<file path="src/rtl/aesl_deadlock_pkg.sv">
// Shared types and helpers for the parametrised AXI-Stream deadlock monitor.
// Holds the monitor FSM encoding, default widths and the lowest-set-index helper.
package aesl_deadlock_pkg;

    localparam int DEF_NUM_AXIS = 3;
    localparam int DEF_NUM_INST = 1;
    localparam int DEF_THR_W    = 16;
    localparam int DEF_CNT_W    = 32;
    localparam int IDX_MAX_W    = 64;

    typedef enum logic [1:0] {
        ST_IDLE   = 2'd0,
        ST_COUNT  = 2'd1,
        ST_LOCKED = 2'd2
    } state_e;

    // Only bits below 'width' are considered; callers zero-extend narrower vectors.
    function automatic logic [5:0] lowest_set_idx(input logic [IDX_MAX_W-1:0] vec, input int width);
        logic [5:0] idx;
        logic       found;
        idx   = '0;
        found = 1'b0;
        for (int i = 0; i < IDX_MAX_W; i++) begin
            if (i < width && vec[i] && !found) begin
                idx   = 6'(i);
                found = 1'b1;
            end
        end
        return idx;
    endfunction

endpackage

</file>
<file path="src/rtl/aesl_deadlock_sat_cnt.sv">
// Saturating up-counter with synchronous clear; clear has priority over increment.
module aesl_deadlock_sat_cnt #(
    parameter int W = 32
) (
    input  logic         clk_i,
    input  logic         rst_ni,
    input  logic         clr_i,
    input  logic         inc_i,
    output logic [W-1:0] cnt_o
);

    logic [W-1:0] cnt_q, cnt_d;

    always_comb begin
        cnt_d = cnt_q;
        if (clr_i) begin
            cnt_d = '0;
        end else if (inc_i && (cnt_q != '1)) begin
            cnt_d = cnt_q + W'(1);
        end
    end

    always_ff @(posedge clk_i or negedge rst_ni) begin
        if (!rst_ni) begin
            cnt_q <= '0;
        end else begin
            cnt_q <= cnt_d;
        end
    end

    assign cnt_o = cnt_q;

endmodule

</file>
<file path="src/rtl/aesl_deadlock_axis_monitor_p.sv">
// Parametrised deadlock monitor: legacy one-cycle block output plus a persistence
// filter that declares a sticky deadlock after the blocked condition holds T cycles.
module aesl_deadlock_axis_monitor_p
    import aesl_deadlock_pkg::*;
#(
    parameter int NUM_AXIS = DEF_NUM_AXIS,
    parameter int NUM_INST = DEF_NUM_INST,
    parameter int THR_W    = DEF_THR_W,
    parameter int CNT_W    = DEF_CNT_W,
    parameter int IDX_W    = (NUM_AXIS > 1) ? $clog2(NUM_AXIS) : 1
) (
    input  logic                clock_i,
    input  logic                reset_ni,
    input  logic [NUM_AXIS-1:0] axis_block_sigs_i,
    input  logic [NUM_AXIS-1:0] inst_idle_sigs_i,
    input  logic [NUM_INST-1:0] inst_block_sigs_i,
    input  logic [NUM_AXIS-1:0] chan_mask_i,
    input  logic [THR_W-1:0]    threshold_i,
    input  logic                clear_i,
    output logic                block_o,
    output logic                deadlock_o,
    output logic [NUM_AXIS-1:0] deadlock_chans_o,
    output logic [IDX_W-1:0]    first_chan_o,
    output logic [CNT_W-1:0]    stall_cycles_o
);

    state_e              state_q, state_d;
    logic [THR_W-1:0]    run_q, run_d;
    logic                block_q;
    logic [NUM_AXIS-1:0] chans_q, chans_d;
    logic [IDX_W-1:0]    first_q, first_d;

    logic [NUM_AXIS-1:0] qual;
    logic                raw;
    logic [THR_W-1:0]    thr_eff;
    logic [THR_W:0]      run_inc;
    logic                lock;

    assign qual    = axis_block_sigs_i & chan_mask_i & ~inst_idle_sigs_i;
    assign raw     = (|qual) | (|inst_block_sigs_i);
    assign thr_eff = (threshold_i == '0) ? THR_W'(1) : threshold_i;
    assign run_inc = {1'b0, run_q} + (THR_W + 1)'(1);

    always_comb begin
        state_d = state_q;
        run_d   = run_q;
        lock    = 1'b0;
        unique case (state_q)
            ST_IDLE: begin
                if (raw && thr_eff == THR_W'(1)) begin
                    state_d = ST_LOCKED;
                    lock    = 1'b1;
                end else if (raw) begin
                    state_d = ST_COUNT;
                    run_d   = THR_W'(1);
                end else begin
                    run_d   = '0;
                end
            end
            ST_COUNT: begin
                if (!raw) begin
                    state_d = ST_IDLE;
                    run_d   = '0;
                end else if (run_inc >= {1'b0, thr_eff}) begin
                    state_d = ST_LOCKED;
                    run_d   = '0;
                    lock    = 1'b1;
                end else begin
                    run_d   = run_inc[THR_W-1:0];
                end
            end
            ST_LOCKED: state_d = ST_LOCKED;
            default: begin
                state_d = ST_IDLE;
                run_d   = '0;
            end
        endcase
        // clear dominates any lock decided in the same cycle
        if (clear_i) begin
            state_d = ST_IDLE;
            run_d   = '0;
            lock    = 1'b0;
        end
    end

    always_comb begin
        chans_d = chans_q;
        first_d = first_q;
        if (clear_i) begin
            chans_d = '0;
            first_d = '0;
        end else if (lock) begin
            chans_d = qual;
            first_d = IDX_W'(lowest_set_idx(IDX_MAX_W'(qual), NUM_AXIS));
        end
    end

    always_ff @(posedge clock_i or negedge reset_ni) begin
        if (!reset_ni) begin
            state_q <= ST_IDLE;
            run_q   <= '0;
            block_q <= 1'b0;
            chans_q <= '0;
            first_q <= '0;
        end else begin
            state_q <= state_d;
            run_q   <= run_d;
            block_q <= raw;
            chans_q <= chans_d;
            first_q <= first_d;
        end
    end

    aesl_deadlock_sat_cnt #(
        .W(CNT_W)
    ) u_stall_cnt (
        .clk_i (clock_i),
        .rst_ni(reset_ni),
        .clr_i (clear_i),
        .inc_i (raw & ~clear_i),
        .cnt_o (stall_cycles_o)
    );

    assign block_o          = block_q;
    assign deadlock_o       = (state_q == ST_LOCKED);
    assign deadlock_chans_o = chans_q;
    assign first_chan_o     = first_q;

endmodule

</file>
<file path="config.mk">
export PLATFORM = sky130hd
export DESIGN_NAME = aesl_deadlock_axis_monitor_p
export DESIGN_NICKNAME = d
export VERILOG_FILES = /design/src/rtl/aesl_deadlock_pkg.sv /design/src/rtl/aesl_deadlock_sat_cnt.sv /design/src/rtl/aesl_deadlock_axis_monitor_p.sv
export SDC_FILE = /design/constraint.sdc
export NUM_CORES = 1
export LEC_CHECK = 0
export CAP_MARGIN = 20
export CORE_UTILIZATION = 48
export CTS_CLUSTER_SIZE = 10
export DETAILED_ROUTE_END_ITERATION = 6
export PLACE_DENSITY = 0.79
export SYNTH_ARGS = -nofsm -noshare
export SYNTH_HDL_FRONTEND = slang
export SYNTH_SLANG_ARGS = --single-unit
</file>
<file path="constraint.sdc">
create_clock -name clock_i -period 4.4 [get_ports clock_i]
set_input_delay 0.66 -clock clock_i [delete_from_list [all_inputs] [get_ports clock_i]]
set_output_delay 0.66 -clock clock_i [all_outputs]
set_load 0.02 [all_outputs]
</file>
==> run summary <==
PWR
-------------------------------------------------------------------------------------
Clock network power share                                                       29.8%
Proportion of power drawn by flip-flops and latches                             55.3%
Maximum VDD drop                                                             0.121 mV
Power density over the cells                                               217 nW/um2
Internal power summed over all cells                                       0.000703 W
Comb pwr share                                                                  14.8%
Sw frac                                                                         27.9%
Lkg Pwr                                                                       1.92 nW
Total net switching power                                                  0.000272 W
Post-route total power                                                     0.000975 W

WORST SETUP PATH
-------------------------------------------------------------------------------------
CP endpoint kind                                                                 flop
CP max-delay cell                                                             dfrtp_1
Largest driver fanout on the critical path                                          9
Maximum cell stage delay along the critical path                              0.49 ns
Startpoint type of the worst setup path                                          flop
Data arrival, critical path                                                   3.93 ns
Critical Path RT                                                              4.61 ns
Chain of cells forming the critical path                                 ha_1 > nand4_1 > or2_2 > xnor2_1 > ha_1 > a211oi_1 > o21ai_0 > o211ai_1 > o211ai_1 > buf_4 > o21ai_0 > mux2_2
CP Class                                                                 flop to flop

GLOBAL ROUTING
-------------------------------------------------------------------------------------
Pin count of the biggest net entering global routing                               57
First-pass GRT wire length                                                    13.7 mm
Number of global-route vias before repair                                        2983
Grt ovf                                                                             0
Total Routing Usage GR                                                          22.1%
Antenna violations before repair                                                    0

STA
-------------------------------------------------------------------------------------
Final worst slack                                                            0.672 ns
Setup repair after global routing missed its margin                             false
Maximum operating frequency                                                   268 MHz
Max_slew headroom                                                               52.5%
Slew of the pin with the lowest slew margin                                  0.707 ns
# setup viols final                                                                 0
Fin Clk Skew                                                               0.00769 ns
Final Cycle Share                                                               84.7%
Final count of hold timing violations                                               0
Crit path time final                                                          3.73 ns
Final total negative setup slack                                                 0 ns
Number of max-slew violations in the final report                                   0

CLOCK TREE
-------------------------------------------------------------------------------------
Root buffer selected by CTS                                                  clkbuf_8
Clock tree sinks                                                                   56
Clock-pin slew of the registers on the worst-case setup and hold paths        0.11 ns
Deepest clock path buffer count                                                     2
Count of buffers added by post-CTS timing repair for setup                          0
Clock tree from TritonCTS                                                         yes
Post-cts hold buffer count                                                          0
Number of H-tree levels                                                             2
Clock insertion delay at the later pin of the skew report                     0.32 ns
Total of cells resized after clock tree synthesis                                   0
CTS Buf Count                                                                       5

SYNTHESIS
-------------------------------------------------------------------------------------
Async set-or-reset flop fraction in the synthesized netlist                      100%
Post-synth EDFFs                                                                    0
Number of standard cells after synthesis                                          402
Register bit count reported by yosys                                               56
Summed instance area of the synthesized netlist                              3630 um2
Post-synth top area share                                                       38.6%
Number of unique standard cell types used by synthesis                             57
Top cell type by total area after synthesis                                   dfrtp_1
YS warnings                                                                         0
Syn_nets                                                                          449
Synthesized area per cell                                                    9.04 um2
Dominant register cell in the synthesized netlist                             dfrtp_1
Largest cells by area after synthesis                                    dfrtp_1, ha_1, xnor2_1
Sequential area share after synthesis                                           38.6%
Top-count cell post-synth                                                     dfrtp_1
Most frequent cells after synthesis                                      dfrtp_1, nor2_1, nand2_1

FLOW RUN
-------------------------------------------------------------------------------------
Number of max-capacitance violations reported                                       0

FINAL LAYOUT
-------------------------------------------------------------------------------------
Post-layout utilization of the core                                             61.6%
Final non-filler cell total                                                       568
Share of layout cells above drive strength 1                                    6.40%
NumNets Final                                                                     515
Diodes inserted                                                                     0
Synth-to-layout area growth                                                     23.6%

DRT
-------------------------------------------------------------------------------------
Total via count after detailed routing                                           3212
Post-detailed-route count of antenna-violating nets                                 0
Detailed route wirelength on metal2                                           3.98 mm
First DRT Iteration DRCs                                                          193
Wire length on met1                                                           3.73 mm
Average routed wire per standard cell                                         14.4 um
Met3 Wirelength                                                                409 um
Total routed wirelength                                                       8.19 mm
DRC violations left                                                                 0
Highest metal layer used by the detailed router                                  met4
Ratio of routed vias to standard cells                                           5.65
Number of iterations in the first detailed-routing pass                             4

FLOORPLANNING
-------------------------------------------------------------------------------------
# rows                                                                             31
Boundary Pins                                                                      68
Overall die height                                                            89.0 um
Starting density of the core                                                    49.8%
Die area                                                                     7920 um2
Overall die width                                                             89.0 um
Standard cell core area                                                      7290 um2

PLACE
-------------------------------------------------------------------------------------
Worst-case setup slack after placement                                       0.545 ns
IO Port Bufs                                                                       67
Post-Place Cells                                                                  560
Placer congestion estimate                                                      0.848
DPL Wire Length                                                               6.09 mm

WORST HOLD PATH
-------------------------------------------------------------------------------------
Min-Delay Path Class                                                     primary input to asynchronous set/reset pin

RUN STATUS
-------------------------------------------------------------------------------------
Result of the run                                                        finished clean

placed cells by master (no fill, tap or decap), types with 2 or more instances in the layout:
cell type | synthesis | final
clkdlybuf4s50_1 | 0 | 66
dfrtp_1 | 56 | 56
nor2_1 | 46 | 46
nand2_1 | 32 | 32
inv_1 | 22 | 22
nand4_1 | 21 | 21
xnor2_1 | 20 | 20
nor3_1 | 20 | 20
xor2_1 | 19 | 19
ha_1 | 18 | 18
nand3_1 | 17 | 17
o21ai_0 | 11 | 11
a21oi_1 | 10 | 10
nor4_1 | 7 | 7
buf_4 | 2 | 7
a221o_1 | 6 | 6
or3_1 | 5 | 5
and4_1 | 5 | 5
and2_1 | 5 | 5
nand2b_1 | 5 | 5
a22o_1 | 5 | 5
clkbuf_8 | 0 | 5
nand3b_1 | 4 | 4
nor2b_1 | 4 | 4
o211ai_1 | 4 | 4
and3_2 | 4 | 4
a211oi_1 | 3 | 3
and3_1 | 3 | 3
or2_2 | 2 | 2
o21a_1 | 2 | 2
a21o_1 | 2 | 2
or4_1 | 2 | 2
o311ai_0 | 2 | 2
mux2i_1 | 2 | 2
nand4b_1 | 2 | 2
metrics by stage:
stage | hold WS [ns] | instance area (um2)
2_1_floorplan | 0.364 | 3630
3_3_place_gp | 0.506 | 4400
3_5_place_dp | 0.517 | 4400
4_1_cts | 0.493 | 4490
5_1_grt | 0.529 | 4490
6_report | 0.478 | 4490
power by group through the flow:
stage	logic (W)	registers, W	clock network [W]
floorplan	0.0000736	0.000552	0
finish	0.000145	0.000540	0.000291
global placement	0.000141	0.000549	0
CTS	0.000146	0.000539	0.000304
global route	0.000162	0.000542	0.000321
detailed placement	0.000145	0.000549	0
sequential cells by signal, indices dropped and copies added (netlist names):
| signal | count |
|---|---|
| deadlock_chans_o | 3 |
| run_q | 16 |
| block_o | 1 |
| u_stall_cnt.cnt_o | 32 |
| state_q | 2 |
| first_chan_o | 2 |
worst max-delay path, delay by kind of cell (launching register included):
family	cells	cell delay, ns
flops	1	0.49
mux	1	0.39
simple gates	2	0.64
buf+inv	1	0.21
fa+ha+maj	2	0.68
xor+xnor	1	0.14
compound gates	5	1.07
worst paths after layout:
path	start	endpoint	slack (ns)	cells past startpoint
min in group clock_i	run_q[14]	run_q[14]	0.55	1
hold / removal	reset_ni	run_q[6]	0.48	2
setup reg to reg	run_q[0]	deadlock_chans_o[1]	0.67	12
max in group asynchronous	reset_ni	first_chan_o[0]	3.46	2
hold reg to reg	run_q[14]	run_q[14]	0.55	1
setup / recovery	run_q[0]	deadlock_chans_o[1]	0.67	12
kinds of logic (layout without fill, tap and decap cells):
logic type	after synthesis	count (layout)	synth area share, %
AND/OR/NAND/NOR	190	190	27.8
AO/OA/AOI/OAI	58	58	12.7
flip-flops	56	56	38.6
XOR/XNOR	39	39	9.40
buffers and inverters	38	105	4.48
adder cells (fa/ha/maj)	18	18	6.20
multiplexers	3	3	0.861
final cells by class:
class / count / area, um2
repair buffers: 74 / 718
clock buffers: 5 / 68.8
well taps: 99 / 124
inverters: 23 / 86.3
fillers: 631 / 2800
clock inverters: 3 / 22.5
flip-flops and latches: 56 / 1400
multi-input cells: 308 / 2070
layer usage:
layer,vias up,global-route usage [%]
met5,-,0
met4,0,4.76
met3,6,4.16
met2,93,36.9
met1,1529,30.2
li1,1584,-
No activity file was read; power rests on OpenSTA's default activity.
